### src/rtl/cond_pkg.sv
// cond_pkg: condition codes, flag bit positions and flag type shared by the condition/flag unit.
package cond_pkg;
    typedef logic [3:0] flags_t;
    localparam int FLAG_N = 3;
    localparam int FLAG_Z = 2;
    localparam int FLAG_C = 1;
    localparam int FLAG_V = 0;
    typedef enum logic [3:0] {
        COND_EQ = 4'b0000,
        COND_NE = 4'b0001,
        COND_CS = 4'b0010,
        COND_CC = 4'b0011,
        COND_MI = 4'b0100,
        COND_PL = 4'b0101,
        COND_VS = 4'b0110,
        COND_VC = 4'b0111,
        COND_HI = 4'b1000,
        COND_LS = 4'b1001,
        COND_GE = 4'b1010,
        COND_LT = 4'b1011,
        COND_GT = 4'b1100,
        COND_LE = 4'b1101,
        COND_AL = 4'b1110,
        COND_NV = 4'b1111
    } cond_e;
endpackage

### src/rtl/cond_check.sv
// cond_check: combinational evaluation of a 4-bit condition field against stored NZCV flags.
module cond_check
    import cond_pkg::*;
(
    input  logic [3:0] Cond,
    input  flags_t     Flags,
    output logic       CondEx
);
    logic n, z, c, v;
    assign n = Flags[FLAG_N];
    assign z = Flags[FLAG_Z];
    assign c = Flags[FLAG_C];
    assign v = Flags[FLAG_V];
    always_comb begin
        CondEx = 1'b0;
        case (cond_e'(Cond))
            COND_EQ: CondEx = z;
            COND_NE: CondEx = ~z;
            COND_CS: CondEx = c;
            COND_CC: CondEx = ~c;
            COND_MI: CondEx = n;
            COND_PL: CondEx = ~n;
            COND_VS: CondEx = v;
            COND_VC: CondEx = ~v;
            COND_HI: CondEx = c & ~z;
            COND_LS: CondEx = ~c | z;
            COND_GE: CondEx = n == v;
            COND_LT: CondEx = n != v;
            COND_GT: CondEx = ~z & (n == v);
            COND_LE: CondEx = z | (n != v);
            COND_AL: CondEx = 1'b1;
            COND_NV: CondEx = 1'b0;
        endcase
    end
endmodule

### src/rtl/cond_flag_unit.sv
// cond_flag_unit: NZCV flag register, condition check and write-strobe gating; COND_STATS_EN adds execute/squash counters.
module cond_flag_unit
    import cond_pkg::*;
#(
    parameter int CNT_W = 32
) (
    input  logic       clk,
    input  logic       reset,
    input  logic       en,
    input  logic [3:0] Cond,
    input  logic [3:0] ALUFlags,
    input  logic [1:0] FlagW,
    input  logic       PCS,
    input  logic       RegW,
    input  logic       MemW,
    output logic       CondEx,
    output logic       PCSrc,
    output logic       RegWrite,
    output logic       MemWrite,
    output flags_t     Flags
`ifdef COND_STATS_EN
    ,
    output logic [CNT_W-1:0] exec_cnt,
    output logic [CNT_W-1:0] squash_cnt
`endif
);
    if (CNT_W < 8 || CNT_W > 32) begin : g_bad_cnt_w
        $error("CNT_W must be in 8..32");
    end
    logic go, commit;
    cond_check u_check (.Cond(Cond), .Flags(Flags), .CondEx(CondEx));
    assign go       = en & ~reset;
    assign commit   = go & CondEx;
    assign PCSrc    = PCS & commit;
    assign RegWrite = RegW & commit;
    assign MemWrite = MemW & commit;
    always_ff @(posedge clk) begin
        if (reset) begin
            Flags <= '0;
        end else if (commit) begin
            if (FlagW[1]) Flags[FLAG_N:FLAG_Z] <= ALUFlags[FLAG_N:FLAG_Z];
            if (FlagW[0]) Flags[FLAG_C:FLAG_V] <= ALUFlags[FLAG_C:FLAG_V];
        end
    end
`ifdef COND_STATS_EN
    // counters saturate rather than wrap
    always_ff @(posedge clk) begin
        if (reset) begin
            exec_cnt   <= '0;
            squash_cnt <= '0;
        end else begin
            if (commit && exec_cnt != '1) exec_cnt <= exec_cnt + CNT_W'(1);
            if (go && !CondEx && squash_cnt != '1) squash_cnt <= squash_cnt + CNT_W'(1);
        end
    end
`endif
endmodule

### config.mk
export PLATFORM = sky130hd
export DESIGN_NAME = cond_flag_unit
export DESIGN_NICKNAME = d
export VERILOG_FILES = /design/src/rtl/cond_pkg.sv /design/src/rtl/cond_check.sv /design/src/rtl/cond_flag_unit.sv
export SDC_FILE = /design/constraint.sdc
export NUM_CORES = 1
export LEC_CHECK = 0
export ABC_AREA = 0
export CAP_MARGIN = 20
export CELL_PAD_IN_SITES_DETAIL_PLACEMENT = 0
export CELL_PAD_IN_SITES_GLOBAL_PLACEMENT = 1
export CORE_MARGIN = 5
export CORE_UTILIZATION = 22
export CTS_CLUSTER_DIAMETER = 150
export CTS_CLUSTER_SIZE = 14
export DETAILED_ROUTE_END_ITERATION = 8
export GPL_TIMING_DRIVEN = 0
export PLACE_DENSITY_LB_ADDON = 0.3
export SKIP_LAST_GASP = 1
export SLEW_MARGIN = 20
export SYNTH_ARGS = -nofsm -noshare
export SYNTH_HDL_FRONTEND = slang
export SYNTH_SLANG_ARGS = --single-unit
export TNS_END_PERCENT = 50
### constraint.sdc
create_clock -name clk -period 1.7 [get_ports clk]
set_input_delay 0.255 -clock clk [delete_from_list [all_inputs] [get_ports clk]]
set_output_delay 0.255 -clock clk [all_outputs]
set_load 0.02 [all_outputs]
==> qor.yml <==
outcome:
  status: "complete, but fails checks"
  violations: "negative setup slack"
yosys:
  synth_flop_cell: "dfxtp_1"
  yosysTopAreaCell: "dfxtp_1"
  ys_seq_area_share_pct: 19.2
  synthesis.area_um2: 417
  synthArstFlopShare_pct: 0
  ys_types: 26
  synth_top_area_share_pct: 19.2
  synth_area_leaders: "dfxtp_1 (19%), mux2_1 (11%), nor2b_1 (11%)"
  synth_area_per_cell_um2: 8.68
  yosys_warnings: 0
  synth_nets: 64
  synth_edf_count: 0
  ys_ff_latch: 4
  synthCells: 48
cells_and_area:
  mostFrequentLayoutCells: "clkdlybuf4s50_1 (15), nor2b_1 (7)"
  drive_above_1_share_pct: 34.2
  largest-register: "Flags"
  largest_reg_flops: 4
  layoutNonFillerInstCount: 98
  area_delta_synth_final_pct: 74.5
  fillers: 189
  antenna_cells: 0
  final_common_cell: "clkdlybuf4s50_1"
  layout.nets: 91
  top_regs: "Flags (4)"
  multi_input_area_um2: 358
  layout.area.seq_um2: 88.8
routing:
  wl_per_cell_um: 11.8
  antenna_left: 0
  detail_route.first_pass.iterations: 4
  routed_via_density: 4.51
  via_count: 442
  drc: 0
  drt_iter0_markers: 2
  drt_wl_total_mm: 1.15
timing:
  hold_slack_ns: 0.608
  fin_crit_ns: 2.07
  finalHoldViolCount: 0
  tightest_slew_ns: 0.430
  max_freq_mhz: 484
  finalSetupTns_ns: -2.15
  rsz0062_at_grt: "true"
  fin_worst_skew_ns: 0.00769
  slew_headroom_pct: 71.3
  slew_violations: 0
  post-route-period-util_pct: 122
  setup_viol: 8
  fin_ws_ns: -0.367
setup_path:
  path_max_fanout: 5
  r2r_start: "Flags[0]$_SDFFE_PP0P_"
  worstPathRequired_ns: 1.44
  worst-setup-path-type: "reg2out"
  worstReg2RegEnd: "Flags[3]$_SDFFE_PP0P_"
  cp.arrival_ns: 1.81
  cp-start-kind: "register"
  endpoint_kind: "output port"
  startpoint: "Flags[0]$_SDFFE_PP0P_"
  r2r_cells: 7
  reg2reg_slack_ns: -0.22
  crit_end: "MemWrite"
power_and_ir_drop:
  p_sw_share_pct: 30.5
  power.leakage_uw: 0.000287
  p_switching_uw: 116
  p_per_area_nw_per_um2: 522
  pwr-share-comb_pct: 40.5
  internal_power_uw: 264
  p_total_uw: 380
  pwr-share-seq_pct: 28.1
  pwr-share-clk_pct: 31.4
  vdd_drop_max_uv: 379
placed_design:
  dpl.cell_count: 93
  dp_hpwl_um: 903
  gp_congestion: 0.694
  port-buffer-count: 20
cts:
  holdBufCountCts: 0
  cts_tree: "done"
  cts-root-buf: "clkbuf_4"
  clk_latency_ns: 0.24
  cts.clk_slew.worst_paths_ns: 0.04
  htree_num_levels: 1
  cts_sinks: 4
  cts_buffer_depth: 2
  cts_buffers: 3
job:
  maxCapViolCount: 0
grt:
  grt_first_pass_wirelength_mm: 1.77
  grt_pass1_vias: 422
  gr-usage-all-layers_pct: 8.51
  grt_antenna_before_repair: 0
  grt_overflow: 0
  grt_max_degree: 11
floorplan:
  die_y_um: 53.5
  start_util_pct: 23.6
  io_pins: 24
  fp-row-count: 15
  die_area_um2: 2860
  core_area_um2: 1760
  die_x_um: 53.5
worst_hold_path:
  hold_path.class: "in2reg"
power groups by stage:
| stage | sequential (uW) | clock, uW | combinational [uW] |
|---|---|---|---|
| after CTS | 106 | 126 | 153 |
| after global routing | 108 | 132 | 165 |
| after detailed placement | 107 | 0 | 145 |
| after global placement | 107 | 0 | 144 |
| after floorplan | 111 | 0 | 77.8 |
| final | 107 | 119 | 154 |
cell type report:
class / count / share of cell area, %
well taps: 25 / 4.30
plain buffers: 3 / 1.89
clock buffers: 3 / 3.10
repair buffers: 22 / 29.3
flip-flops and latches: 4 / 12.2
multi-input cells: 41 / 49.2
stage by stage:
| step | setup WS [ns] | area (um2) | utilization [%] |
|---|---|---|---|
| floorplan | -0.247 | 437 | - |
| global placement | -0.873 | 668 | 37.9 |
| detailed placement | -0.870 | 668 | 37.9 |
| CTS | -0.371 | 717 | 40.6 |
| global route | -0.414 | 727 | 41.2 |
| finish | -0.367 | 727 | 41.2 |
cells in the mapped netlist, types with 2 or more instances:
master   count
nor2_1       3
and3_1       2
nand2_1      2
and3_2       2
buf_2        2
nand3_2      2
mux2i_1      2
dfxtp_1      4
nor2b_1      7
o21ai_0      2
mux2_1       4
o21a_1       2
worst max-delay path, stage by stage (launching register included):
cell	delay, ns
dfxtp_4	0.36
xnor2_4	0.13
xnor2_1	0.12
a211o_1	0.29
a211oi_4	0.30
and3_4	0.22
buf_4	0.14
worst min-delay path by stage:
stage,from,end,slack [ns],cells past startpoint
2_1_floorplan,ALUFlags[0],Flags[0]$_SDFFE_PP0P_,0.38,1
4_1_cts,ALUFlags[3],Flags[3]$_SDFFE_PP0P_,0.60,2
6_report,ALUFlags[3],Flags[3]$_SDFFE_PP0P_,0.61,2
3_3_place_gp,Flags[0]$_SDFFE_PP0P_,Flags[0]$_SDFFE_PP0P_,0.63,2
3_5_place_dp,Flags[0]$_SDFFE_PP0P_,Flags[0]$_SDFFE_PP0P_,0.64,2
5_1_grt,ALUFlags[3],Flags[3]$_SDFFE_PP0P_,0.60,2
metal layers:
| metal | wire [um] | up-vias | global-route usage (%) |
|---|---|---|---|
| met5 | 0 | - | 0 |
| met4 | 0 | 0 | 5.11 |
| met3 | 77 | 0 | 2.25 |
| met2 | 469 | 17 | 10.2 |
| met1 | 605 | 199 | 12.9 |
| li1 | - | 226 | - |
repair_timing:
action,in CTS,in global routing
resized for setup,23,4
pin swaps,1,2
endpoints found under the setup margin,8,8
setup buffers,2,0
cell families after synthesis:
family          after synthesis  synth area share [%]
compound gates               11                  21.6
xor+xnor                      2                  6.01
buf+inv                       3                  3.30
flops                         4                  19.2
mux                           6                  15.6
simple gates                 22                  34.2
Power figures use the tool's default switching activity.
